<file path="src/rtl/seq_recognizer_ctrl.sv">
// seq_recognizer_ctrl: run controller for a 3-symbol sequence recognizer.
// Holds a programmable pattern {p0,p1,p2}, consumes a valid/ready symbol
// stream while running, pulses o_z one cycle after each completed pattern,
// counts matches and stops on its own after a programmed match limit.
// Optional feature macro: SEQ_CTRL_TIMEOUT_EN (idle-cycle watchdog in RUN).
module seq_recognizer_ctrl #(
  parameter int SYM_W       = 2,
  parameter int CNT_W       = 8,
  parameter int TIMEOUT_CYC = 16
) (
  input  logic               i_clock,
  input  logic               i_reset,
  input  logic               i_cfg_we,
  input  logic [3*SYM_W-1:0] i_cfg_pattern,
  input  logic [CNT_W-1:0]   i_cfg_limit,
  input  logic               i_start,
  input  logic               i_stop,
  input  logic               i_x_valid,
  input  logic [SYM_W-1:0]   i_x,
  output logic               o_x_ready,
  output logic               o_busy,
  output logic               o_done,
  output logic               o_z,
  output logic [CNT_W-1:0]   o_match_count,
  output logic               o_timeout
);

  typedef enum logic [1:0] {ST_IDLE, ST_RUN, ST_DONE} state_t;
  typedef enum logic [1:0] {P_S0, P_S1, P_S2, P_S3} prog_t;

  // Power-on pattern 11,01,10 with p0 in the MSBs.
  localparam logic [3*SYM_W-1:0] DEF_PAT = {SYM_W'(3), SYM_W'(1), SYM_W'(2)};

  state_t               r_state, w_state_nxt;
  prog_t                r_prog,  w_prog_nxt;
  logic [3*SYM_W-1:0]   r_pattern;
  logic [CNT_W-1:0]     r_limit;
  logic [CNT_W-1:0]     r_count, w_count_nxt, w_count_inc;
  logic                 r_z;
  logic                 w_acc, w_match, w_arm, w_tmo_hit;
  logic [SYM_W-1:0]     w_p0, w_p1, w_p2;
  prog_t                w_fallback;

  assign w_p0 = r_pattern[3*SYM_W-1 -: SYM_W];
  assign w_p1 = r_pattern[2*SYM_W-1 -: SYM_W];
  assign w_p2 = r_pattern[SYM_W-1:0];

  // A stop cycle never consumes a symbol, so ready drops with stop.
  assign o_x_ready = (r_state == ST_RUN) & ~i_stop;
  assign o_busy    = (r_state == ST_RUN);
  assign o_done    = (r_state == ST_DONE);
  assign o_z       = r_z;
  assign o_match_count = r_count;

  assign w_acc       = i_x_valid & o_x_ready;
  assign w_count_inc = r_count + CNT_W'(1);
  // Restart rule deliberately ignores partial overlaps: only p0 re-arms S1.
  assign w_fallback  = (i_x == w_p0) ? P_S1 : P_S0;

`ifdef SEQ_CTRL_TIMEOUT_EN
  localparam int IW = $clog2(TIMEOUT_CYC + 1);
  logic [IW-1:0] r_idle;
  logic [IW-1:0] w_idle_inc;
  logic          r_timeout;

  assign w_idle_inc = r_idle + IW'(1);
  assign w_tmo_hit  = (r_state == ST_RUN) & ~i_stop & ~w_acc &
                      (w_idle_inc == IW'(TIMEOUT_CYC));
  assign o_timeout  = r_timeout;

  // Idle-cycle counter: restarts on every accepted symbol and on arming.
  always_ff @(posedge i_clock) begin
    if (i_reset || w_arm || w_acc || r_state != ST_RUN) r_idle <= '0;
    else                                                r_idle <= w_idle_inc;
  end

  // Sticky timeout flag, cleared only by start or reset.
  always_ff @(posedge i_clock) begin
    if (i_reset || w_arm) r_timeout <= 1'b0;
    else if (w_tmo_hit)   r_timeout <= 1'b1;
  end
`else
  assign w_tmo_hit = 1'b0;
  // No watchdog in this build; the parameter has no effect here.
  assign o_timeout = (TIMEOUT_CYC < 0);
`endif

  // State, progress and counter registers.
  always_ff @(posedge i_clock) begin
    if (i_reset) begin
      r_state <= ST_IDLE;
      r_prog  <= P_S0;
      r_count <= '0;
      r_z     <= 1'b0;
    end else begin
      r_state <= w_state_nxt;
      r_prog  <= w_prog_nxt;
      r_count <= w_count_nxt;
      r_z     <= w_match;
    end
  end

  // Configuration loads only outside RUN; a same-cycle start sees the new values.
  always_ff @(posedge i_clock) begin
    if (i_reset) begin
      r_pattern <= DEF_PAT;
      r_limit   <= '0;
    end else if (i_cfg_we && r_state != ST_RUN) begin
      r_pattern <= i_cfg_pattern;
      r_limit   <= i_cfg_limit;
    end
  end

  // Next-state, progress step, match detection and limit check.
  always_comb begin
    w_state_nxt = r_state;
    w_prog_nxt  = r_prog;
    w_count_nxt = r_count;
    w_match     = 1'b0;
    w_arm       = 1'b0;
    case (r_state)
      ST_IDLE: begin
        if (i_start) begin
          w_state_nxt = ST_RUN;
          w_arm       = 1'b1;
        end
      end
      ST_RUN: begin
        if (i_stop) begin
          w_state_nxt = ST_IDLE;
          w_prog_nxt  = P_S0;
        end else begin
          if (w_acc) begin
            case (r_prog)
              P_S0:    w_prog_nxt = (i_x == w_p0) ? P_S1 : P_S0;
              P_S1:    w_prog_nxt = (i_x == w_p1) ? P_S2 : w_fallback;
              P_S2:    w_prog_nxt = (i_x == w_p2) ? P_S3 : w_fallback;
              default: w_prog_nxt = w_fallback;
            endcase
            w_match = (r_prog == P_S2) && (i_x == w_p2);
          end
          if (w_match) begin
            w_count_nxt = w_count_inc;
            if (r_limit != '0 && w_count_inc == r_limit) w_state_nxt = ST_DONE;
          end
          if (w_tmo_hit) w_state_nxt = ST_DONE;
        end
      end
      ST_DONE: begin
        if (i_start) begin
          w_state_nxt = ST_RUN;
          w_arm       = 1'b1;
        end else if (i_stop) begin
          w_state_nxt = ST_IDLE;
        end
      end
      default: w_state_nxt = ST_IDLE;
    endcase
    if (w_arm) begin
      w_count_nxt = '0;
      w_prog_nxt  = P_S0;
    end
  end

endmodule

</file>
<file path="config.mk">
export PLATFORM = sky130hd
export DESIGN_NAME = seq_recognizer_ctrl
export DESIGN_NICKNAME = d
export VERILOG_FILES = /design/src/rtl/seq_recognizer_ctrl.sv
export SDC_FILE = /design/constraint.sdc
export NUM_CORES = 1
export LEC_CHECK = 0
export ABC_AREA = 1
export CAP_MARGIN = 15
export CORE_ASPECT_RATIO = 1.4
export CORE_MARGIN = 1
export CORE_UTILIZATION = 45
export DETAILED_ROUTE_END_ITERATION = 10
export HOLD_SLACK_MARGIN = 0.1
export PLACE_DENSITY = 0.83
export RECOVER_POWER = 50
export SKIP_LAST_GASP = 1
export SLEW_MARGIN = 0
export SYNTH_ARGS = -nofsm -noshare
export SYNTH_HDL_FRONTEND = slang
export SYNTH_SLANG_ARGS = --single-unit
</file>
<file path="constraint.sdc">
create_clock -name i_clock -period 1.7 [get_ports i_clock]
set_input_delay 0.17 -clock i_clock [delete_from_list [all_inputs] [get_ports i_clock]]
set_output_delay 0.17 -clock i_clock [all_outputs]
set_load 0.03 [all_outputs]
</file>
Yosys cells after proc, flatten, opt, wreduce, memory -nomap -nowiden
Index checks and enable logic that the tools add are counted.
{ "totals": {"reg_bits": 27, "in_bits": 22, "output_inout_bits": 13, "elab_cells": 54} }
{ "op_classes": {"n_addsub": 1, "eq_ne": 13, "mux": 18, "bitwise_logic": 4, "n_reduce_logical": 12} }
{ "op_table": {"columns": ["operator", "n"], "rows": [
  ["2-bit two-way mux", 10],
  ["8-bit by 1-bit adder with 8-bit output, second input constant", 1],
  ["8-bit == test", 1],
  ["8-bit nonzero test", 1],
  ["2-bit == test", 3],
  ["1-bit two-way mux", 6],
  ["3-bit by 2-bit inequality test with 1-bit output, second input constant", 2],
  ["2-bit one-hot mux with 3 select lines", 1],
  ["2-bit by 1-bit == test with 1-bit output, second input constant", 2],
  ["2-bit == test, second input constant", 2],
  ["2-bit one-hot mux with 2 select lines", 1],
  ["4-bit AND reduction", 1],
  ["2-bit OR reduction", 2],
  ["1-bit logical AND", 3],
  ["3-bit inequality test, second input constant", 1],
  ["3-bit AND reduction", 1],
  ["3-bit OR reduction", 1],
  ["1-bit bitwise AND", 2],
  ["2-bit zero test", 1],
  ["2-bit by 1-bit inequality test with 1-bit output, second input constant", 1],
  ["2-bit inequality test, second input constant", 1],
  ["1-bit inverter", 2],
  ["2-bit AND reduction", 1],
  ["2-bit nonzero test", 1]
]} }

Longest topological paths before layout
Gate-level depths: netlist of the first run.
{ "depth": {"depth_word": 9, "depth_mapped": 12, "depth_no_buf": 12} }

Worst setup path before layout of the first run
Ideal clock, no wire load.
{ "synth_timing": {"path_type": "reg-to-reg", "from": "register r_count[1], in the netlist o_match_count[1]", "to": "register r_state[0]", "setup_time_ps": 116, "arrival_ps": 1568, "required_time_ps": 1584, "path_slack_ps": 16, "stages_incl_launch_ff": 13, "n_path_buf": 0, "period_less_slack_ps": 1684, "path_cell_list": "dfxtp_1 ha_1 nand2_1 inv_1 nand2_2 nand2_2 nand2_1 nand2_1 nand3_1 nor2_2 nand2_1 nand2_1 a21oi_1"} }
{ "synth_between": {"elab_chain_len": 5} }
{ "synth_lines": {"columns": ["item", "line", "text"], "rows": [
  ["start, declared", "38", "logic [CNT_W-1:0] r_count, w_count_nxt, w_count_inc;"],
  ["start signal, assigned", "98", "r_count <= w_count_nxt;"],
  ["8-bit by 1-bit adder with 8-bit output", "56", "assign w_count_inc = r_count + CNT_W'(1);"],
  ["8-bit == test", "144", "if (r_limit != '0 && w_count_inc == r_limit) w_state_nxt = ST_DONE;"],
  ["1-bit logical AND", "144", null],
  ["3-bit by 2-bit inequality test with 1-bit output (no line)", null, null],
  ["4-bit AND reduction (no line)", null, null],
  ["end signal, assigned", "96", "r_state <= w_state_nxt;"],
  ["end, declared", "34", "state_t r_state, w_state_nxt;"]
]} }
No other way between the ends.
A chain may end at the register's enable or synchronous reset.

Worst setup path after layout of the first run
{ "layout_timing": {"from": "register r_count[3], in the netlist o_match_count[3]", "to": "output o_match_count[3]"} }
{ "layout_lines": {"columns": ["item", "line", "text"], "rows": [
  ["end, declared", "24", "output logic [CNT_W-1:0] o_match_count,"]
]} }
No word-level cell between the ends.

==> run_results.csv, run 1 <==
group,metric,value,unit
synthesis,syn_inst,224,
synthesis,yosysTopAreaCell,"dfxtp_1",
sta,rsz0062_at_grt,"false",
floorplan,die_area,0.00363,mm^2
setup_path,r2r_end,"r_state[1]",
synthesis,synth_ff_type,"dfxtp_1",
sta,skew,0.00107,ns
clock_network,clk_pin_slew,0.09,ns
setup_path,crit_start,"o_match_count[3]",
finish,final_net_count,288,
hold_path,hp-class,"input pin to register",
sta,hold_slack,0.444,ns
setup_path,reg2reg_slack,0.10,ns
placement,io_buffers,33,
synthesis,yosysMostFrequentCell,"nand2_1",
detailed_routing,route.detailed.drc,0,
clock_network,insertion_delay,0.27,ns
sta,fmax,600,MHz
global_route,grt_max_degree,25,
synthesis,ys_async_sr_fraction,0,%
setup_path,ff2ff_path_depth,11,
sta,finalCriticalPeriod,1.67,ns
clock_network,cts_tree,"built",
placement,dpl-instance-area,0.00193,mm^2
setup_path,path_depth,1,
sta,finalCritPeriodShare,98.1,%
global_route,grt_usage,20.5,%
setup_path,critPathMaxStageDelay,0.73,ns
detailed_routing,vias,1540,
synthesis,ys_seq_area_share,35.4,%
detailed_routing,wl,3.49,mm
floorplan,fp.dieW,51.2,um
floorplan,fp-row-count,24,
setup_path,crit_chain,"clkdlybuf4s50_1",
finish,stdcell_area,0.00198,mm^2
synthesis,synth_edf_count,0,
synthesis,netlist_area,0.00153,mm^2
finish,utilization,62.2,%
sta,hold_viol,0,
setup_path,crit_required,1.53,ns
setup_path,path_buf_inv,1,
global_route,grt_overflow_total,0,
flow_run,drv_cap,0,
clock_network,h-tree-depth,1,
setup_path,worst_setup_path_end_kind,"output port",
synthesis,syn_nets,249,
power,power,1260,uW
setup_path,worstSetupPathType,"register to output port",
setup_path,critical_path.max_fanout,7,
synthesis,synthTopCellsByCount,"57 x nand2_1, 29 x inv_1, 27 x dfxtp_1",
synthesis,yosysTopAreaCellShare,35.4,%
power,p_per_area,637,mW/mm^2
finish,area_delta_synth_final,29.8,%
floorplan,dieHeight,70.9,um
detailed_routing,drtIter0Drc,52,
setup_path,cpLargestDelayFamily,"buffers and inverters",
setup_path,reg2reg_from,"o_match_count[1]",
clock_network,cts_buffers,3,
clock_network,cts_setup_buffers,0,
power,vdd_drop_max,0.533,mV
synthesis,synth.area.top_cells,"dfxtp_1 35%, nand2_1 14%, nand3_1 7.2%",
detailed_routing,dr.pass1.iters,5,
synthesis,synth_seq_cells,27,
floorplan,io_pins,35,
finish,diodes,0,
global_route,grt_pass1_wl,5.76,mm
clock_network,cts_buffer_depth,2,
placement,hpwlAfterDp,2.68,mm
setup_path,worstSetupStartpointType,"register",
setup_path,crit_end,"o_match_count[3]",
global_route,antenna_found_initial,0,
outcome,status,"completed",
clock_network,cts.hold.buffers_added,0,
sta,totalNegativeSetupSlack,0,ns
setup_path,cp_data_arrival_time,1.50,ns
synthesis,yosysUniqueCellTypes,26,
detailed_routing,wl_per_cell,11.6,um
synthesis,yosys_warnings,0,
power,leakage,0.000890,uW
clock_network,root_buffer,"clkbuf_8",
synthesis,avgSynthCellArea,6.81,um^2
global_route,grt_pass1_vias,1411,
setup_path,slowest_stage,"clkdlybuf4s50_1",
sta,maxSlewViolCount,0,
detailed_routing,ant_nets,0,
detailed_routing,via_per_inst,5.12,
finish,drive_gt1_share,11.5,%
placement,place.gp.congestion,0.837,
floorplan,core_area,0.00318,mm^2
clock_network,clock_sinks,27,
floorplan,start_util,48.0,%
sta,setup_viol,0,
state kept, by name, summed over array words and instances, names as in the netlist:
name           count
o_match_count      8
o_z                1
r_limit            8
r_pattern          6
r_prog             2
r_state            2
final cells by class:
class,count,area [um^2]
Clock buffer,4,45.0
Fill cell,311,1200
Inverter,31,116
Multi-Input combinational cell,160,848
Sequential cell,27,544
Tap cell,39,48.8
Timing Repair Buffer,40,378
how the worst min path moves through the flow:
stage	from	end	slack, ns	cells past startpoint
2_1_floorplan	i_reset	r_state[0]	0.24	1
3_5_place_dp	r_pattern[0]	r_pattern[0]	0.46	2
6_report	i_cfg_pattern[4]	r_pattern[4]	0.44	3
3_3_place_gp	r_pattern[0]	r_pattern[0]	0.45	2
4_1_cts	i_cfg_pattern[4]	r_pattern[4]	0.45	3
5_1_grt	i_cfg_pattern[4]	r_pattern[4]	0.47	3
worst min-delay path: stages:
cell             delay [ns]
clkdlybuf4s50_1        0.39
nand2_1                0.06
nand3_1                0.05
report_power, final:
group          switching, uW  total (uW)  internal, uW
registers               16.4         678           661
logic                    115         214          98.9
clock network            203         371           168
total                    334        1260           929
metrics by stage:
stage	instances	setup WS, ns
4_1_cts	301	0.0376
3_3_place_gp	297	0.125
3_5_place_dp	297	0.0557
2_1_floorplan	224	0.0163
6_report	301	0.0328
5_1_grt	301	0.00218
cell usage in the layout, fill, tap and decap left out, types with 3 or more instances in the layout:
cell type / n
nand2_1: 57
inv_1: 29
clkdlybuf4s50_1: 29
dfxtp_1: 24
nand3_1: 22
o21ai_0: 19
a21oi_1: 19
nor2_1: 11
buf_4: 7
nand2_2: 5
xnor2_1: 3
a31oi_1: 3
nand4_1: 3
clkbuf_8: 3
dfxtp_2: 3
kinds of logic after synthesis:
group,Yosys count,synth area share (%)
other,1,0.246
buffers and inverters,37,9.84
AO/OA/AOI/OAI,44,15.3
adder cells (fa/ha/maj),3,2.46
XOR/XNOR,5,2.87
AND/OR/NAND/NOR,107,33.9
flip-flops,27,35.4
metal layers:
metal | vias up | part of all wire (%) | track usage, %
met5 | - | 0 | 0
li1 | 800 | - | -
met1 | 689 | 40 | 24.5
met4 | 0 | 1.9 | 7.81
met2 | 44 | 53 | 36.3
met3 | 7 | 4.3 | 2.58
timing repair:
item	in CTS	in global routing
gates resized for setup	2	8
pin swaps	0	6
gates cloned	0	0
setup endpoints to repair	2	3
Power figures use the tool's default switching activity.
==> run 2, diff against run 1 <==
Settings changed: SLEW_MARGIN 0 to 20.
==> results of run 2 <==
Same layout as run 1: the final DEF is identical, and so are final timing and power.
==> run 3, diff against run 2 <==
--- a/config.mk
+++ b/config.mk
@@ -7,5 +7,5 @@
 export LEC_CHECK = 0
 export ABC_AREA = 1
-export CAP_MARGIN = 15
+export CAP_MARGIN = 0
 export CORE_ASPECT_RATIO = 1.4
 export CORE_MARGIN = 1
==> constraint.sdc (replaced) <==
create_clock -name i_clock -period 1.7 [get_ports i_clock]
set_input_delay 0.17 -clock i_clock [delete_from_list [all_inputs] [get_ports i_clock]]
set_output_delay 0.17 -clock i_clock [all_outputs]
set_load 0.02 [all_outputs]
==> run_results.csv, run 3 (synthesis gave the netlist of run 1 again) <==
group,metric,value,unit
sta,worst_slack,0.102,ns
finish,most-common-layout-cells,"58 x nand2_1, 31 x clkdlybuf4s50_1, 29 x inv_1",
hold_path,hp-class,"input pin to register",
power,leakage,0.000857,uW
setup_path,reg2reg_from,"r_state[1]",
clock_network,insertion_delay,0.27,ns
sta,totalNegativeSetupSlack,0,ns
clock_network,root_buffer,"clkbuf_8",
setup_path,worstSetupPathType,"register to output port",
finish,drive_gt1_share,9.85,%
setup_path,slowest_stage,"clkdlybuf4s50_1",
detailed_routing,vias,1536,
finish,stdcell_count,303,
detailed_routing,wl_per_cell,11.0,um
flow_run,drv_cap,0,
sta,hold_viol,0,
finish,fill_cells,301,
global_route,grt_overflow_total,0,
sta,fmax,626,MHz
floorplan,core_area,0.00318,mm^2
power,p_switching,322,uW
setup_path,crit_chain,"inv_1 > nor2_1 > clkdlybuf4s50_1",
floorplan,fp-row-count,24,
setup_path,critical_path.max_fanout,2,
setup_path,worstSetupStartpointType,"register",
setup_path,crit_required,1.53,ns
setup_path,ff2ff_path_depth,8,
setup_path,cp_data_arrival_time,1.43,ns
power,vdd_drop_max,0.599,mV
power,clkPwrFrac,29.3,%
placement,placedCellCount,299,
clock_network,cts_setup_buffers,0,
setup_path,worst_setup_path_end_kind,"output port",
global_route,grt_max_degree,25,
floorplan,die_area,0.00363,mm^2
detailed_routing,dr.pass1.iters,4,
floorplan,io_pins,35,
clock_network,clock_sinks,27,
power,p_seq_share,54.3,%
clock_network,clk_pin_slew,0.09,ns
detailed_routing,ant_nets,0,
floorplan,start_util,48.0,%
setup_path,r2r_end,"o_match_count[4]",
setup_path,crit_start,"r_state[1]",
sta,finalCritPeriodShare,94.0,%
clock_network,cts.hold.buffers_added,0,
placement,hpwlAfterDp,2.62,mm
setup_path,path_depth,3,
power,combPwrFrac,16.4,%
finish,diodes,0,
finish,final_net_count,290,
floorplan,fp.dieW,51.2,um
global_route,grt_usage,20.3,%
floorplan,dieHeight,70.9,um
detailed_routing,via_per_inst,5.07,
global_route,grt_pass1_wl,5.72,mm
power,p_int,927,uW
global_route,grt_util_met3,3.01,%
clock_network,cts_tree,"built",
global_route,grt_pass1_vias,1467,
setup_path,critPathMaxStageDelay,0.63,ns
sta,rsz0062_at_grt,"false",
detailed_routing,drtIter0Drc,39,
clock_network,h-tree-depth,1,
outcome,status,"completed",
finish,area_delta_synth_final,27.9,%
clock_network,cts.repair.resized,0,
power,switching_share,25.8,%
global_route,use_met2,36.8,%
setup_path,crit_end,"o_done",
clock_network,cts_buffers,3,
detailed_routing,route.detailed.drc,0,
sta,maxSlewViolCount,0,
sta,setup_viol,0,
finish,final_common_cell,"nand2_1",
setup_path,cpLargestDelayFamily,"buffers and inverters",
placement,io_buffers,33,
setup_path,reg2reg_slack,0.14,ns
sta,skew,0.00431,ns
power,p_per_area,640,mW/mm^2
global_route,grt_util_met1,23.4,%
placement,dpl_worst_slack,0.0484,ns
placement,place.gp.congestion,0.817,
finish,utilization,61.3,%
clock_network,cts_buffer_depth,2,
setup_path,path_buf_inv,2,
sta,finalCriticalPeriod,1.60,ns
global_route,grt.busiest_layer,"met2",
global_route,antenna_found_initial,0,
detailed_routing,wl,3.34,mm
-- run 3: cell types whose count changed in the layout (fill, tap and decap cells not counted), sizes merged --
cell / delta
buf: +1
clkbuf: +2
clkdlybuf4s50: +2
dlygate4sd2: -2
dlymetal6s2s: -1
-- run 3: area by class of cell --
type                       count  area, um^2  share of cell area, %
tap                           39        48.8                   2.50
inverter                      31         116                   5.96
sequential                    27         542                   27.8
timing repair buffer          42         383                   19.6
multi-input combinational    160         817                   41.9
clock buffer                   4        45.0                   2.31
-- run 3: metal layers --
layer	wire length (um)	vias up	share of wire, %
met5	0	-	0
met4	63	0	1.9
met3	57	8	1.7
met2	1780	27	53
met1	1450	699	43
li1	-	802	-
-- run 3: worst min path at each step --
stage	start	end	slack, ns	cells after the start
2_1_floorplan	i_reset	r_state[0]	0.24	1
3_3_place_gp	r_pattern[0]	r_pattern[0]	0.46	2
3_5_place_dp	r_pattern[0]	r_pattern[0]	0.46	2
4_1_cts	i_cfg_pattern[5]	r_pattern[5]	0.45	3
5_1_grt	i_cfg_pattern[4]	r_pattern[4]	0.47	3
6_report	i_cfg_pattern[5]	r_pattern[5]	0.45	3
-- run 3: power by group through the flow --
stage / logic [uW] / clock network (uW) / registers (uW)
floorplan: 122 / 0 / 689
global placement: 215 / 0 / 692
detailed placement: 219 / 0 / 693
CTS: 220 / 365 / 678
global route: 233 / 396 / 683
finish: 205 / 366 / 678
-- run 3: tightest hold or removal path, delay by kind of cell --
family	cells	cell delay [ns]
buffers and inverters	1	0.39
AND/OR/NAND/NOR	2	0.11
-- run 3: per-stage QoR --
step	hold slack (ns)	cell area [um^2]	power (uW)
after global routing	0.472	1950	1310
final	0.447	1950	1250
after detailed placement	0.462	1950	912
after CTS	0.452	2000	1260
after global placement	0.458	1950	908
after floorplan	0.239	1530	811
